<file path="config.mk">
export PLATFORM = sky130hd
export DESIGN_NAME = ps2_host_rx
export DESIGN_NICKNAME = d
export VERILOG_FILES = /design/src/rtl/ps2_pkg.sv /design/src/rtl/ps2_rx_filter.sv /design/src/rtl/ps2_host_rx.sv
export SDC_FILE = /design/constraint.sdc
export NUM_CORES = 1
export LEC_CHECK = 0
export BUFFER_PORTS_ARGS = -buffer_cell sky130_fd_sc_hd__buf_2
export CAP_MARGIN = 40
export CORE_MARGIN = 5
export CORE_UTILIZATION = 60
export CTS_BUF_LIST = sky130_fd_sc_hd__clkbuf_4 sky130_fd_sc_hd__clkbuf_8
export CTS_CLUSTER_DIAMETER = 150
export CTS_CLUSTER_SIZE = 20
export DETAILED_ROUTE_END_ITERATION = 6
export PLACE_DENSITY = 0.79
export SKIP_CTS_REPAIR_TIMING = 1
export SYNTH_ARGS = -nofsm -noshare
export SYNTH_HDL_FRONTEND = slang
export SYNTH_HIERARCHICAL = 1
export SYNTH_SLANG_ARGS = --single-unit
</file>
<file path="constraint.sdc">
create_clock -name clk_sys -period 2.2 [get_ports clk_sys]
set_clock_uncertainty 0.1 [all_clocks]
set_input_delay 0.33 -clock clk_sys [delete_from_list [all_inputs] [get_ports clk_sys]]
set_output_delay 0.33 -clock clk_sys [all_outputs]
set_load 0.05 [all_outputs]
</file>
<file path="src/rtl/ps2_pkg.sv">
// Shared constants and types for the PS/2 host receiver.
package ps2_pkg;

  // Scancode prefixes merged into key events
  localparam logic [7:0] PS2_PREFIX_EXT = 8'hE0;
  localparam logic [7:0] PS2_PREFIX_REL = 8'hF0;

  // start + 8 data + parity + stop
  localparam int PS2_FRAME_BITS = 11;

  // Frame receiver states; the bit counter refines SHIFT (counts 1..9)
  typedef enum logic [1:0] {
    IDLE,
    SHIFT,
    STOP
  } ps2_state_e;

  // Odd parity holds when data plus parity bit carry an odd number of ones
  function automatic logic odd_parity_ok(input logic [7:0] data, input logic par);
    return ^{data, par};
  endfunction

endpackage

</file>
<file path="src/rtl/ps2_rx_filter.sv">
// Synchroniser and glitch filter for one PS/2 line.
// The filtered level only moves after FILTER consecutive synchronised
// samples that all disagree with it.
module ps2_rx_filter #(
  parameter int FILTER = 4
) (
  input  logic clk_sys,
  input  logic reset_n,
  input  logic line_in,
  output logic line_out
);

  localparam logic [3:0] RUN_LAST = 4'(FILTER - 1);

  logic [1:0] sync_q;
  logic [3:0] run_cnt;

  // Two-stage synchroniser feeding a run-length counter that gates level changes
  always_ff @(posedge clk_sys) begin
    if (!reset_n) begin
      // NOTE: synchroniser and level reset to the idle-high value so leaving reset never fakes a falling edge.
      sync_q   <= 2'b11;
      run_cnt  <= '0;
      line_out <= 1'b1;
    end else begin
      // NOTE: sequential state uses non-blocking assignments so each flop samples pre-edge values.
      sync_q <= {sync_q[0], line_in};
      if (sync_q[1] == line_out) begin
        run_cnt <= '0;
      end else if (run_cnt == RUN_LAST) begin
        line_out <= sync_q[1];
        run_cnt  <= '0;
      end else begin
        run_cnt <= run_cnt + 4'd1;
      end
    end
  end

endmodule

</file>
<file path="src/rtl/ps2_host_rx.sv">
// Core-side PS/2 receiver: filters the clock/data pair, deserialises
// 11-bit odd-parity frames on falling clock edges, and folds E0/F0
// prefixes into key events for the keyboard matrix logic.
module ps2_host_rx
  import ps2_pkg::*;
#(
  parameter int FILTER  = 4,
  parameter int TIMEOUT = 8191
) (
  input  logic       clk_sys,
  input  logic       reset_n,
  input  logic       ps2_clk,
  input  logic       ps2_data,
  output logic [7:0] rx_byte,
  output logic       rx_valid,
  output logic       err_parity,
  output logic       err_frame,
  output logic       err_timeout,
  output logic       busy,
  output logic [7:0] key_code,
  output logic       key_ext,
  output logic       key_pressed,
  output logic       key_strobe
);

  localparam int              WD_W       = $clog2(TIMEOUT + 1);
  localparam logic [WD_W-1:0] WD_LIMIT   = WD_W'(TIMEOUT);
  localparam logic [WD_W-1:0] WD_ONE     = WD_W'(1);
  localparam logic [3:0]      CNT_PARITY = 4'(PS2_FRAME_BITS - 2);

  logic            clk_f;
  logic            data_f;
  logic            clk_f_d;
  logic            fall;
  ps2_state_e      state;
  logic [3:0]      bit_cnt;
  logic [7:0]      shift_reg;
  logic            par_bit;
  logic [WD_W-1:0] wdog;
  logic            ext_flag;
  logic            rel_flag;

  ps2_rx_filter #(.FILTER(FILTER)) u_clk_filter (
    .clk_sys  (clk_sys),
    .reset_n  (reset_n),
    .line_in  (ps2_clk),
    .line_out (clk_f)
  );

  ps2_rx_filter #(.FILTER(FILTER)) u_data_filter (
    .clk_sys  (clk_sys),
    .reset_n  (reset_n),
    .line_in  (ps2_data),
    .line_out (data_f)
  );

  // Falling edge of the filtered clock is the only sampling event
  assign fall = clk_f_d & ~clk_f;
  assign busy = (bit_cnt != 4'd0);

  // Frame receiver: bit counter, shift register, watchdog and result strobes.
  // The watchdog reads 1 on the cycle after an edge, so it equals the number
  // of cycles elapsed since the edge cycle.
  always_ff @(posedge clk_sys) begin
    if (!reset_n) begin
      clk_f_d     <= 1'b1;
      state       <= IDLE;
      bit_cnt     <= '0;
      shift_reg   <= '0;
      par_bit     <= 1'b0;
      wdog        <= '0;
      rx_byte     <= '0;
      rx_valid    <= 1'b0;
      err_parity  <= 1'b0;
      err_frame   <= 1'b0;
      err_timeout <= 1'b0;
    end else begin
      clk_f_d     <= clk_f;
      // NOTE: strobes default low first; only the event paths below raise them for one cycle.
      rx_valid    <= 1'b0;
      err_parity  <= 1'b0;
      err_frame   <= 1'b0;
      err_timeout <= 1'b0;

      if (busy && (wdog == WD_LIMIT)) begin
        // Stalled frame: abort and discard the partial byte
        err_timeout <= 1'b1;
        state       <= IDLE;
        bit_cnt     <= '0;
        shift_reg   <= '0;
        par_bit     <= 1'b0;
        wdog        <= '0;
      end else if (fall) begin
        case (state)
          IDLE: begin
            if (!data_f) begin
              state   <= SHIFT;
              bit_cnt <= 4'd1;
              wdog    <= WD_ONE;
            end else begin
              err_frame <= 1'b1;
            end
          end
          SHIFT: begin
            if (bit_cnt == CNT_PARITY) begin
              par_bit <= data_f;
              state   <= STOP;
            end else begin
              shift_reg <= {data_f, shift_reg[7:1]};
            end
            bit_cnt <= bit_cnt + 4'd1;
            wdog    <= WD_ONE;
          end
          STOP: begin
            state   <= IDLE;
            bit_cnt <= '0;
            wdog    <= '0;
            if (!data_f) begin
              err_frame <= 1'b1;
            end else if (!odd_parity_ok(shift_reg, par_bit)) begin
              err_parity <= 1'b1;
            end else begin
              rx_byte  <= shift_reg;
              rx_valid <= 1'b1;
            end
          end
          default: begin
            state   <= IDLE;
            bit_cnt <= '0;
            wdog    <= '0;
          end
        endcase
      end else if (busy) begin
        wdog <= wdog + WD_ONE;
      end
    end
  end

  // Scancode layer: prefixes set sticky flags, any other byte emits a key event
  always_ff @(posedge clk_sys) begin
    if (!reset_n) begin
      ext_flag    <= 1'b0;
      rel_flag    <= 1'b0;
      key_code    <= '0;
      key_ext     <= 1'b0;
      key_pressed <= 1'b0;
      key_strobe  <= 1'b0;
    end else begin
      key_strobe <= 1'b0;
      if (rx_valid) begin
        if (rx_byte == PS2_PREFIX_EXT) begin
          ext_flag <= 1'b1;
        end else if (rx_byte == PS2_PREFIX_REL) begin
          rel_flag <= 1'b1;
        end else begin
          key_code    <= rx_byte;
          key_ext     <= ext_flag;
          key_pressed <= ~rel_flag;
          key_strobe  <= 1'b1;
          ext_flag    <= 1'b0;
          rel_flag    <= 1'b0;
        end
      end
    end
  end

endmodule

</file>
==> summary.md, run 1 <==
| Metric | Value |
|---|---|
| Status | finished, final reports clean |
| Vias | 2075 |
| Bufs on Longest Clock Path | 2 |
| Max reg flops | 13 |
| Biggest register | wdog |
| First-pass GRT wire length | ~8500 um |
| Max Freq | 476 MHz |
| Post-synthesis simple-gate area fraction | 0.216 |
| I/O Pins | 28 |
| Initial drt markers | 87 |
| Max Cap Viol | 0 |
| Synth unique cells | 42 |
| Clock Pin Slew Worst Setup and Hold Paths | about 0.070 ns |
| Async set or reset register ratio after synthesis | 0 |
| GRT Total Usage | 0.172 |
| PD cells | 727 nW/um^2 |
| Synth Cell Area | 2780 um^2 |
| Routed WL | 5000 um |
| Synth Flop Type | dfxtp_1 |
| Largest net degree at the start of global routing | 16 |
| Hold Fails Final Rpt | 0 |
| DP HPWL | about 3500 um |
| FF+latch count, synth | slightly below 70 |
| Worst setup EP type | register |
| Area growth, synth to finish | 15.7% |
| Crit path max-delay family | simple AND/OR/NAND/NOR gates |
| Startpoint types | register |
| Compound-Gate Fraction of Synth Area | 0.0991 |
| Initial Utilization | 0.629 |
| Skew-Pair Late Insertion Delay | roughly 0.33 ns |
| CP Class | register to register |
| Synth Area in Adders | 0.0270 |
| Multiplexer share of the synthesized area | 0.0703 |
| Sequential fraction of the synthesis area | 0.490 |
| Max-slew headroom | 0.699 |
| PortBufs | 27 |
| Tot Pwr | approximately 0.0023 W |
| Critical path arrival | 2.21 ns |
| Total gr overflow | 0 |
| Xor and xnor area share after synthesis | 0.0662 |
| Die width | ~78 um |
| HP Class | input port to register |
| Synth Warn # | 6 |
| Die area | between 6000 and 7000 um^2 |
| DRC violations left | 0 |
| Chip Height | a little under 80 um |
| Setup TNS | 0 ns |
| Least-Margin Pin Slew | ~0.45 ns |
| Clk sinks | 68 |
| Crit path time final | 2.10 ns |
| VDD IR max | approximately 0.44 mV |
| Num rows | 24 |
| GPL Wtd Cong | approximately 0.87 |
| Avg Inst Size Synth | roughly 9.5 um^2 |
| RSZ-0062 raised after global routing | false |
| EDFF count, synth | 0 |
| Antenna violation net count after detailed routing | 0 |
| Cells after synthesis | roughly 290 |
| Vias per cell | 5.39 |
| Synth top area share | 0.490 |
| Crit Path Max Fanout | 11 |
| Initial antenna violation count | 0 |
| Leak | 1.35 nW |
| NumNets Final | 339 |
| Crit-path cells | inv_1 -> ha_1 -> nor3b_4 -> or4_1 -> nand3_1 -> nor2_1 |
| Post-synth top area cell | dfxtp_1 |
| Number of diodes | 0 |
| CTS tree | built |
| CTS H-tree depth | 3 |
| Total CTS buffers | 9 |
| Filler instances | 342 |
| Critical path buffer and inverter count | 1 |
| Syn Nets | between 300 and 400 |
| Slowest-stage cell, CP | or4_1 |
| Clk root buf | clkbuf_8 |
| Main combinational cell family by area after synthesis | simple AND/OR/NAND/NOR gates |
| CP peak stage delay | ~0.59 ns |
| Total core area | about 4400 um^2 |
| Area contributors post-synth | dfxtp_1 49%, mux2i_1 6.5%, nor2_1 4.7%, xnor2_1 4.4%, nand2_1 3.7% |
| Final Cycle Share | 0.955 |
| First drt pass iteration count | 4 |
| Final setup violation count | 0 |
| Share of cells above drive strength 1 | 0.171 |
| Fin. max-slew vios | 0 |
| WL/cell | roughly 13 um |
| Required @ worst endpoint | approximately 2.3 ns |
| Vias in the first global route | about 1900 |
-- area by class of cell --
type | instances | area [um^2] | share of cell area
clock buffer | 12 | 165 | 0.0514
multi-input combinational | 205 | 1340 | 0.416
clock inverter | 3 | 45.0 | 0.0140
inverter | 8 | 30.0 | 0.00935
timing repair buffer | 37 | 210 | 0.0654
sequential | 68 | 1360 | 0.424
tap | 52 | 65.1 | 0.0203
-- Yosys cell counts (2+ instances only) --
| cell | number |
|---|---|
| a21oi_1 | 14 |
| a22o_1 | 10 |
| and2_1 | 3 |
| buf_2 | 3 |
| clkbuf_1 | 6 |
| dfxtp_1 | 68 |
| ha_1 | 6 |
| inv_1 | 8 |
| mux2i_1 | 18 |
| nand2_1 | 27 |
| nand2b_1 | 8 |
| nand3_1 | 11 |
| nand4_1 | 5 |
| nor2_1 | 35 |
| nor2b_1 | 5 |
| nor3_1 | 4 |
| nor4_1 | 2 |
| o21a_1 | 2 |
| o21ai_0 | 9 |
| or3_1 | 6 |
| or3b_1 | 2 |
| xnor2_1 | 14 |
| xor2_1 | 7 |
-- layout by cell type (no fill, tap or decap), types with 2 or more instances in the layout --
cell and n:
buf_4 10, nor4_1 2, nor2_1 35, mux2i_1 18, nor2b_1 5, buf_2 27, and2_1 3, nand4_1 5
or3_1 6, o21a_1 2, nor3_1 4, a22o_1 10, or3b_1 2, a21oi_1 14, o21ai_0 9, xnor2_1 14
clkbuf_8 12, xor2_1 7, clkinvlp_4 2, nand2_1 27, nand3_1 11, dfxtp_1 68, nand2b_1 8, inv_1 8
ha_1 6
-- cell families (layout without fill, tap and decap cells) --
group,count (synthesis),in the layout
fa+ha+maj,6,6
buf+inv,19,60
xor+xnor,21,21
simple gates,117,117
flops,68,68
compound gates,42,42
mux,19,19
-- worst paths after layout --
| check | cells after the start | endpoint | from | slack [ns] |
|---|---|---|---|---|
| setup reg to reg | 6 | wdog[2] | bit_cnt[0] | 0.1 |
| hold / removal | 2 | u_clk_filter/sync_q[0] | ps2_clk | 0.07 |
| setup / recovery | 6 | wdog[2] | bit_cnt[0] | 0.1 |
| hold reg to reg | 1 | u_data_filter/sync_q[1] | u_data_filter/sync_q[0] | 0.31 |
-- routing by layer --
layer  GRT usage  routed length (um)
met3      0.0389                 227
met1       0.223                2380
met5           0                   0
met2       0.264                2290
met4      0.0963                  99
-- metrics by stage --
stage	util	instances	area (um^2)	hold slack [ns]	worst slack, ns
4_1_cts	0.726	385	3210	0.0631	0.0487
3_5_place_dp	0.679	370	3000	0.296	0.0926
6_report	0.728	385	3210	0.0727	0.0999
3_3_place_gp	0.679	370	3000	0.294	0.137
5_1_grt	0.728	385	3210	0.0821	0.0126
2_1_floorplan	-	292	2780	0.286	0.0348
-- power breakdown --
group	switching, W	leakage, nW	total (W)	internal, W
combinational	0.0000310	0.701	0.0000441	0.0000132
sequential	0.00000448	0.549	0.00124	0.00124
clock	0.000440	0.101	0.00105	0.000610
Note: power is estimated with default switching activity, not from simulation.
==> inputs of run 2 (changes only) <==
--- a/config.mk
+++ b/config.mk
@@ -7,7 +7,7 @@
 export LEC_CHECK = 0
 export BUFFER_PORTS_ARGS = -buffer_cell sky130_fd_sc_hd__buf_2
 export CAP_MARGIN = 40
-export CORE_MARGIN = 5
+export CORE_MARGIN = 2
 export CORE_UTILIZATION = 60
 export CTS_BUF_LIST = sky130_fd_sc_hd__clkbuf_4 sky130_fd_sc_hd__clkbuf_8
 export CTS_CLUSTER_DIAMETER = 150
==> summary.md, run 2 (synthesis gave the netlist of run 1 again) <==
| Metric | Value |
|---|---|
| Area growth, synth to finish | 17.1% |
| Reg2reg setup slack | 0.10 ns (about the same) |
| Initial Utilization | 0.629 (unchanged) |
| Non-filler instance count after layout | 386 (+0.26%) |
| WL/cell | 13.0 um (+0.26%) |
| Max Cap Viol | 0 (unchanged) |
| PD cells | 770 nW/um^2 (+5.9%) |
| Commonest non-fill, non-tap cell in the layout | dfxtp_1 |
| Die area | 5190 um^2 (-15%) |
| Final WS setup | 0.0857 ns (-0.0141 ns) |
| Clk root buf | clkbuf_8 |
| Least-Margin Pin Slew | 0.702 ns (+0.251 ns) |
| Status | finished, final reports clean |
| Routed WL | 5030 um (+0.52%) |
| Share of cells above drive strength 1 | 0.177 (+0.00548) |
| Leak | 1.38 nW (+2.1%) |
| Bufs on Longest Clock Path | 2 (unchanged) |
| Worst R2R Start | bit_cnt[0] |
| Footprint of the multi-input gates | 1350 um^2 (+0.75%) |
| Hold Fails Final Rpt | 0 (unchanged) |
| CP peak stage delay | 0.35 ns (-0.24 ns) |
| Total core area | 4410 um^2 (unchanged) |
| Total gr overflow | 0 (unchanged) |
| Initial antenna violation count | 0 (unchanged) |
| R2R depth | 7 (+1) |
| Vias per cell | 5.40 (+0.27%) |
| First drt pass iteration count | 4 (unchanged) |
| Crit path max-delay family | buffers and inverters |
| Filler instances | 322 (-5.8%) |
| Clock Pin Slew Worst Setup and Hold Paths | 0.07 ns (about the same) |
| I/O Pins | 28 (unchanged) |
| Max Freq | 473 MHz (-0.67%) |
| DRC violations left | 0 (unchanged) |
| PortBufs | 27 (unchanged) |
| DP HPWL | 3540 um (about the same) |
| GPL Wtd Cong | 0.907 (+4.1%) |
| Final setup violation count | 0 (unchanged) |
| Max reg flops | 13 (unchanged) |
| Crit Path Max Fanout | 5 (-6) |
| Vias | 2086 (+0.53%) |
| Clk sinks | 68 (unchanged) |
| First-pass GRT wire length | 8860 um (+4.6%) |
| Place WS | 0.0448 ns (-0.0478 ns) |
| Critical path buffer and inverter count | 4 (+3) |
| Largest net degree at the start of global routing | 23 (+7) |
| CP Class | register to primary output |
| Final core occ | 0.736 (+0.00879) |
| Num rows | 24 (unchanged) |
| Biggest register | wdog |
| Most used cell, CP | inv_1 |
| Number of diodes | 0 (unchanged) |
| Fin. max-slew vios | 0 (unchanged) |
| Register area | 1360 um^2 (unchanged) |
| Skew-Pair Late Insertion Delay | 0.34 ns (about the same) |
| Die width | 72.0 um (-7.7%) |
| Vias in the first global route | 1960 (+1.9%) |
| Placed cell count | 370 (unchanged) |
| RSZ-0062 raised after global routing | true |
| Startpoint types | register |
| Final Instance Area | 3250 um^2 (+1.2%) |
| Required @ worst endpoint | 1.77 ns (-0.54 ns) |
| VDD IR max | 0.922 mV (+110%) |
| NumNets Final | 339 (unchanged) |
| GRT Total Usage | 0.220 (+0.0483) |
| Min Hold Slack | 0.0716 ns (-0.00107 ns) |
| Crit path time final | 2.11 ns (+0.0141 ns) |
| Commonest non-fill, non-tap cells in the layout | 68 x dfxtp_1, 35 x nor2_1, 27 x nand2_1, 27 x buf_2, 18 x mux2i_1 |
| HP Class | input port to register |
| CTS H-tree depth | 3 (unchanged) |
| Initial drt markers | 77 (-11%) |
| Hold Crit Depth | 2 (unchanged) |
| Placed Area | 3000 um^2 (unchanged) |
| Critical path arrival | 1.68 ns (-0.53 ns) |
| Max-slew headroom | 0.530 (-0.169) |
| Worst hold path startpoint | ps2_clk |
| R2R Path End | shift_reg[1] |
| Antenna violation net count after detailed routing | 0 (unchanged) |
| Worst Hold End | u_clk_filter/sync_q[0] |
| Worst Setup SP | bit_cnt[0] |
| Total CTS buffers | 9 (unchanged) |
| Worst setup EP type | primary output |
| Final Cycle Share | 0.961 (+0.00643) |
| Crit-path cells | inv_1 -> ha_1 -> nor3b_4 -> inv_1 -> buf_4 -> buf_2 |
| CTS tree | built |
| Chip Height | 72.0 um (-7.7%) |
| Slowest-stage cell, CP | dfxtp_1 |
run 2: worst reg2reg max path, delay by kind of cell (launching register included):
kind	cells	cell delay, ns
adder cells (fa/ha/maj)	1	0.20
flip-flops	1	0.41
AND/OR/NAND/NOR	4	1.03
buffers and inverters	2	0.27
run 2: worst max-delay path by stage:
| stage | cells after the start | end | slack [ns] |
|---|---|---|---|
| global placement | 6 | wdog[4] | 0.14 |
| finish | 6 | busy | 0.09 |
| floorplan | 7 | wdog[9] | 0.03 |
| detailed placement | 6 | wdog[11] | 0.04 |
| CTS | 6 | busy | 0.01 |
| global route | 6 | busy | -0.05 |
run 2: cell type report:
cell class,count,area share
well taps,52,0.0200
repair buffers,37,0.0647
clock inverters,5,0.0308
multi-input cells,205,0.414
flip-flops and latches,68,0.419
clock buffers,11,0.0427
inverters,8,0.00924
run 2: layer usage:
layer | up-vias | global-route usage | routed length [um]
met5 | - | 0 | 0
met4 | 0 | 0.0734 | 45
met3 | 5 | 0.0833 | 205
met2 | 34 | 0.352 | 2340
met1 | 971 | 0.275 | 2440
li1 | 1076 | - | -
run 2: report_power, final:
part | total, W | internal [W] | switching [W] | leakage (nW)
Combinational | 0.0000457 | 0.0000136 | 0.0000321 | 0.706
Clock | 0.00122 | 0.000774 | 0.000441 | 0.124
Sequential | 0.00124 | 0.00124 | 0.00000430 | 0.549
Total | 0.00250 | 0.00202 | 0.000477 | 1.38
run 2: per-stage QoR:
| step | TNS [ns] | power (W) |
|---|---|---|
| finish | 0 | 0.00250 |
| global route | -0.0942 | 0.00259 |
| CTS | 0 | 0.00252 |
| detailed placement | 0 | 0.00131 |
| global placement | 0 | 0.00131 |
| floorplan | 0 | 0.00130 |
==> inputs of run 3 (changes only) <==
--- a/config.mk
+++ b/config.mk
@@ -7,6 +7,7 @@
 export LEC_CHECK = 0
 export BUFFER_PORTS_ARGS = -buffer_cell sky130_fd_sc_hd__buf_2
 export CAP_MARGIN = 40
+export CORE_ASPECT_RATIO = 1.5
 export CORE_MARGIN = 2
 export CORE_UTILIZATION = 60
 export CTS_BUF_LIST = sky130_fd_sc_hd__clkbuf_4 sky130_fd_sc_hd__clkbuf_8
==> summary.md, run 3 (synthesis gave the netlist of run 1 again) <==
| Metric | Value |
|---|---|
| PD cells | 702 nW/um^2 (-8.8%) |
| Biggest register | wdog |
| Max reg flops | 13 (unchanged) |
| Reg2reg setup slack | 0.08 ns (-0.02 ns) |
| Total gr overflow | 0 (unchanged) |
| CP Class | register to register |
| Critical path arrival | 2.26 ns (+0.58 ns) |
| Fin. max-slew vios | 0 (unchanged) |
| Commonest non-fill, non-tap cells in the layout | 68 x dfxtp_1, 35 x nor2_1, 27 x nand2_1, 27 x buf_2, 18 x mux2i_1 |
| Commonest non-fill, non-tap cell in the layout | dfxtp_1 |
| Crit path time final | 2.12 ns (+0.00610 ns) |
| Status | finished, final reports clean |
| Die area | 5200 um^2 (+0.21%) |
| CTS tree | built |
| Antenna violation net count after detailed routing | 0 (unchanged) |
| Skew-Pair Late Insertion Delay | 0.35 ns (about the same) |
| Worst Hold End | u_clk_filter/sync_q[0] |
| Crit Path Max Fanout | 8 (+3) |
| Vias per cell | 5.60 (+3.6%) |
| WL/cell | 13.2 um (+1.1%) |
| Largest net degree at the start of global routing | 16 (-30%) |
| Worst R2R Start | bit_cnt[0] |
| Total CTS buffers | 9 (unchanged) |
| Filler instances | 362 (+12%) |
| Routed WL | 4990 um (-0.74%) |
| Setup TNS | 0 ns (unchanged) |
| VDD IR max | 0.742 mV (-20%) |
| Initial Utilization | 0.616 (-0.0126) |
| Required @ worst endpoint | 2.34 ns (+0.57 ns) |
| Final core occ | 0.703 (-0.0333) |
| Clock Pin Slew Worst Setup and Hold Paths | 0.07 ns (about the same) |
| Chip Height | 87.3 um (+21%) |
| DP HPWL | 3660 um (+3.4%) |
| Clk root buf | clkbuf_8 |
| RSZ-0062 raised after global routing | false |
| Area growth, synth to finish | 14.1% |
| Crit-path cells | inv_1 -> ha_1 -> nor3b_4 -> or4_1 -> nand2_2 -> buf_4 -> nor2_1 |
| HP Class | input port to register |
| Num rows | 30 (+25%) |
| Final setup violation count | 0 (unchanged) |
| Startpoint types | register |
| Initial drt markers | 132 (+71%) |
| First drt pass iteration count | 4 (unchanged) |
| I/O Pins | 28 (unchanged) |
| Worst setup EP type | register |
| Vias in the first global route | 2010 (+2.6%) |
| Max-slew headroom | 0.549 (+0.0185) |
| GRT Total Usage | 0.215 (-0.00452) |
| First-pass GRT wire length | 8430 um (-4.8%) |
| Initial antenna violation count | 0 (unchanged) |
| R2R depth | 7 (unchanged) |
| Number of diodes | 0 (unchanged) |
| Leak | 1.32 nW (-3.9%) |
| NumNets Final | 336 (-0.88%) |
| Total core area | 4500 um^2 (+2.0%) |
| Max Freq | 472 MHz (-0.29%) |
| Bufs on Longest Clock Path | 2 (unchanged) |
| Hold Crit Depth | 2 (unchanged) |
| Hold Fails Final Rpt | 0 (unchanged) |
| CTS H-tree depth | 3 (unchanged) |
| R2R Path End | shift_reg[7] |
| Min Hold Slack | 0.0615 ns (-0.0101 ns) |
| Vias | 2121 (+1.7%) |
| Non-filler instance count after layout | 379 (-1.8%) |
| Least-Margin Pin Slew | 0.675 ns (-0.0277 ns) |
| Max Cap Viol | 0 (unchanged) |
| Worst hold path startpoint | ps2_clk |
| Share of cells above drive strength 1 | 0.169 (-0.00746) |
| CP peak stage delay | 0.60 ns (+0.25 ns) |
| Placed cell count | 363 (-1.9%) |
| GPL Wtd Cong | 0.861 (-5.0%) |
| Final Cycle Share | 0.964 (+0.00277) |
| DRC violations left | 0 (unchanged) |
| Slowest-stage cell, CP | or4_1 |
| PortBufs | 27 (unchanged) |
| Die width | 59.5 um (-17%) |
| Clk sinks | 68 (unchanged) |
run 3: changes by cell type in the layout (fill, tap and decap cells not counted), sizes merged:
cell,before,now
bufinv,3,0
clkinvlp,0,3
buf,37,34
run 3: stage by stage:
stage	setup WS (ns)	area [um^2]	power [W]
2_1_floorplan	0.0348	2780	0.00130
3_3_place_gp	0.140	2970	0.00131
3_5_place_dp	0.0658	2970	0.00131
4_1_cts	0.0366	3160	0.00224
5_1_grt	0.00303	3170	0.00231
6_report	0.0796	3170	0.00222
run 3: how the worst max path moves through the flow:
stage	from	to	slack (ns)	cells after the start
after floorplan	bit_cnt[0]	wdog[9]	0.03	7
after global placement	bit_cnt[0]	wdog[3]	0.14	6
after detailed placement	bit_cnt[0]	wdog[2]	0.07	6
after CTS	bit_cnt[0]	busy	0.04	6
after global routing	bit_cnt[0]	busy	0.003	6
final	bit_cnt[0]	shift_reg[7]	0.08	7
run 3: layer usage:
metal / up-vias / track usage / routed length [um]
met5: - / 0 / 0
li1: 1071 / - / -
met3: 11 / 0.0758 / 157
met1: 1009 / 0.221 / 2180
met4: 0 / 0.103 / 99
met2: 30 / 0.379 / 2560
run 3: cell type report:
cell class / instances / area [um^2] / area share
repair buffers: 34 / 188 / 0.0593
inverters: 8 / 30.0 / 0.00948
flip-flops and latches: 68 / 1360 / 0.430
clock buffers: 11 / 151 / 0.0478
clock inverters: 5 / 36.3 / 0.0115
multi-input cells: 205 / 1340 / 0.423
well taps: 48 / 60.1 / 0.0190
run 3: critical path: cells and delay by family (launching register included):
family / cells / cell delay, ns
DFF: 1 / 0.41
and+or+nand+nor: 4 / 1.02
adders and majority gates: 1 / 0.21
buffers and inverters: 2 / 0.28
run 3: power by group:
| group | leakage (nW) | internal [W] | total (W) | switching, W |
|---|---|---|---|---|
| Combinational | 0.688 | 0.0000133 | 0.0000444 | 0.0000311 |
| Clock | 0.0876 | 0.000469 | 0.000937 | 0.000467 |
| Sequential | 0.549 | 0.00124 | 0.00124 | 0.00000432 |
| Total | 1.32 | 0.00172 | 0.00222 | 0.000503 |
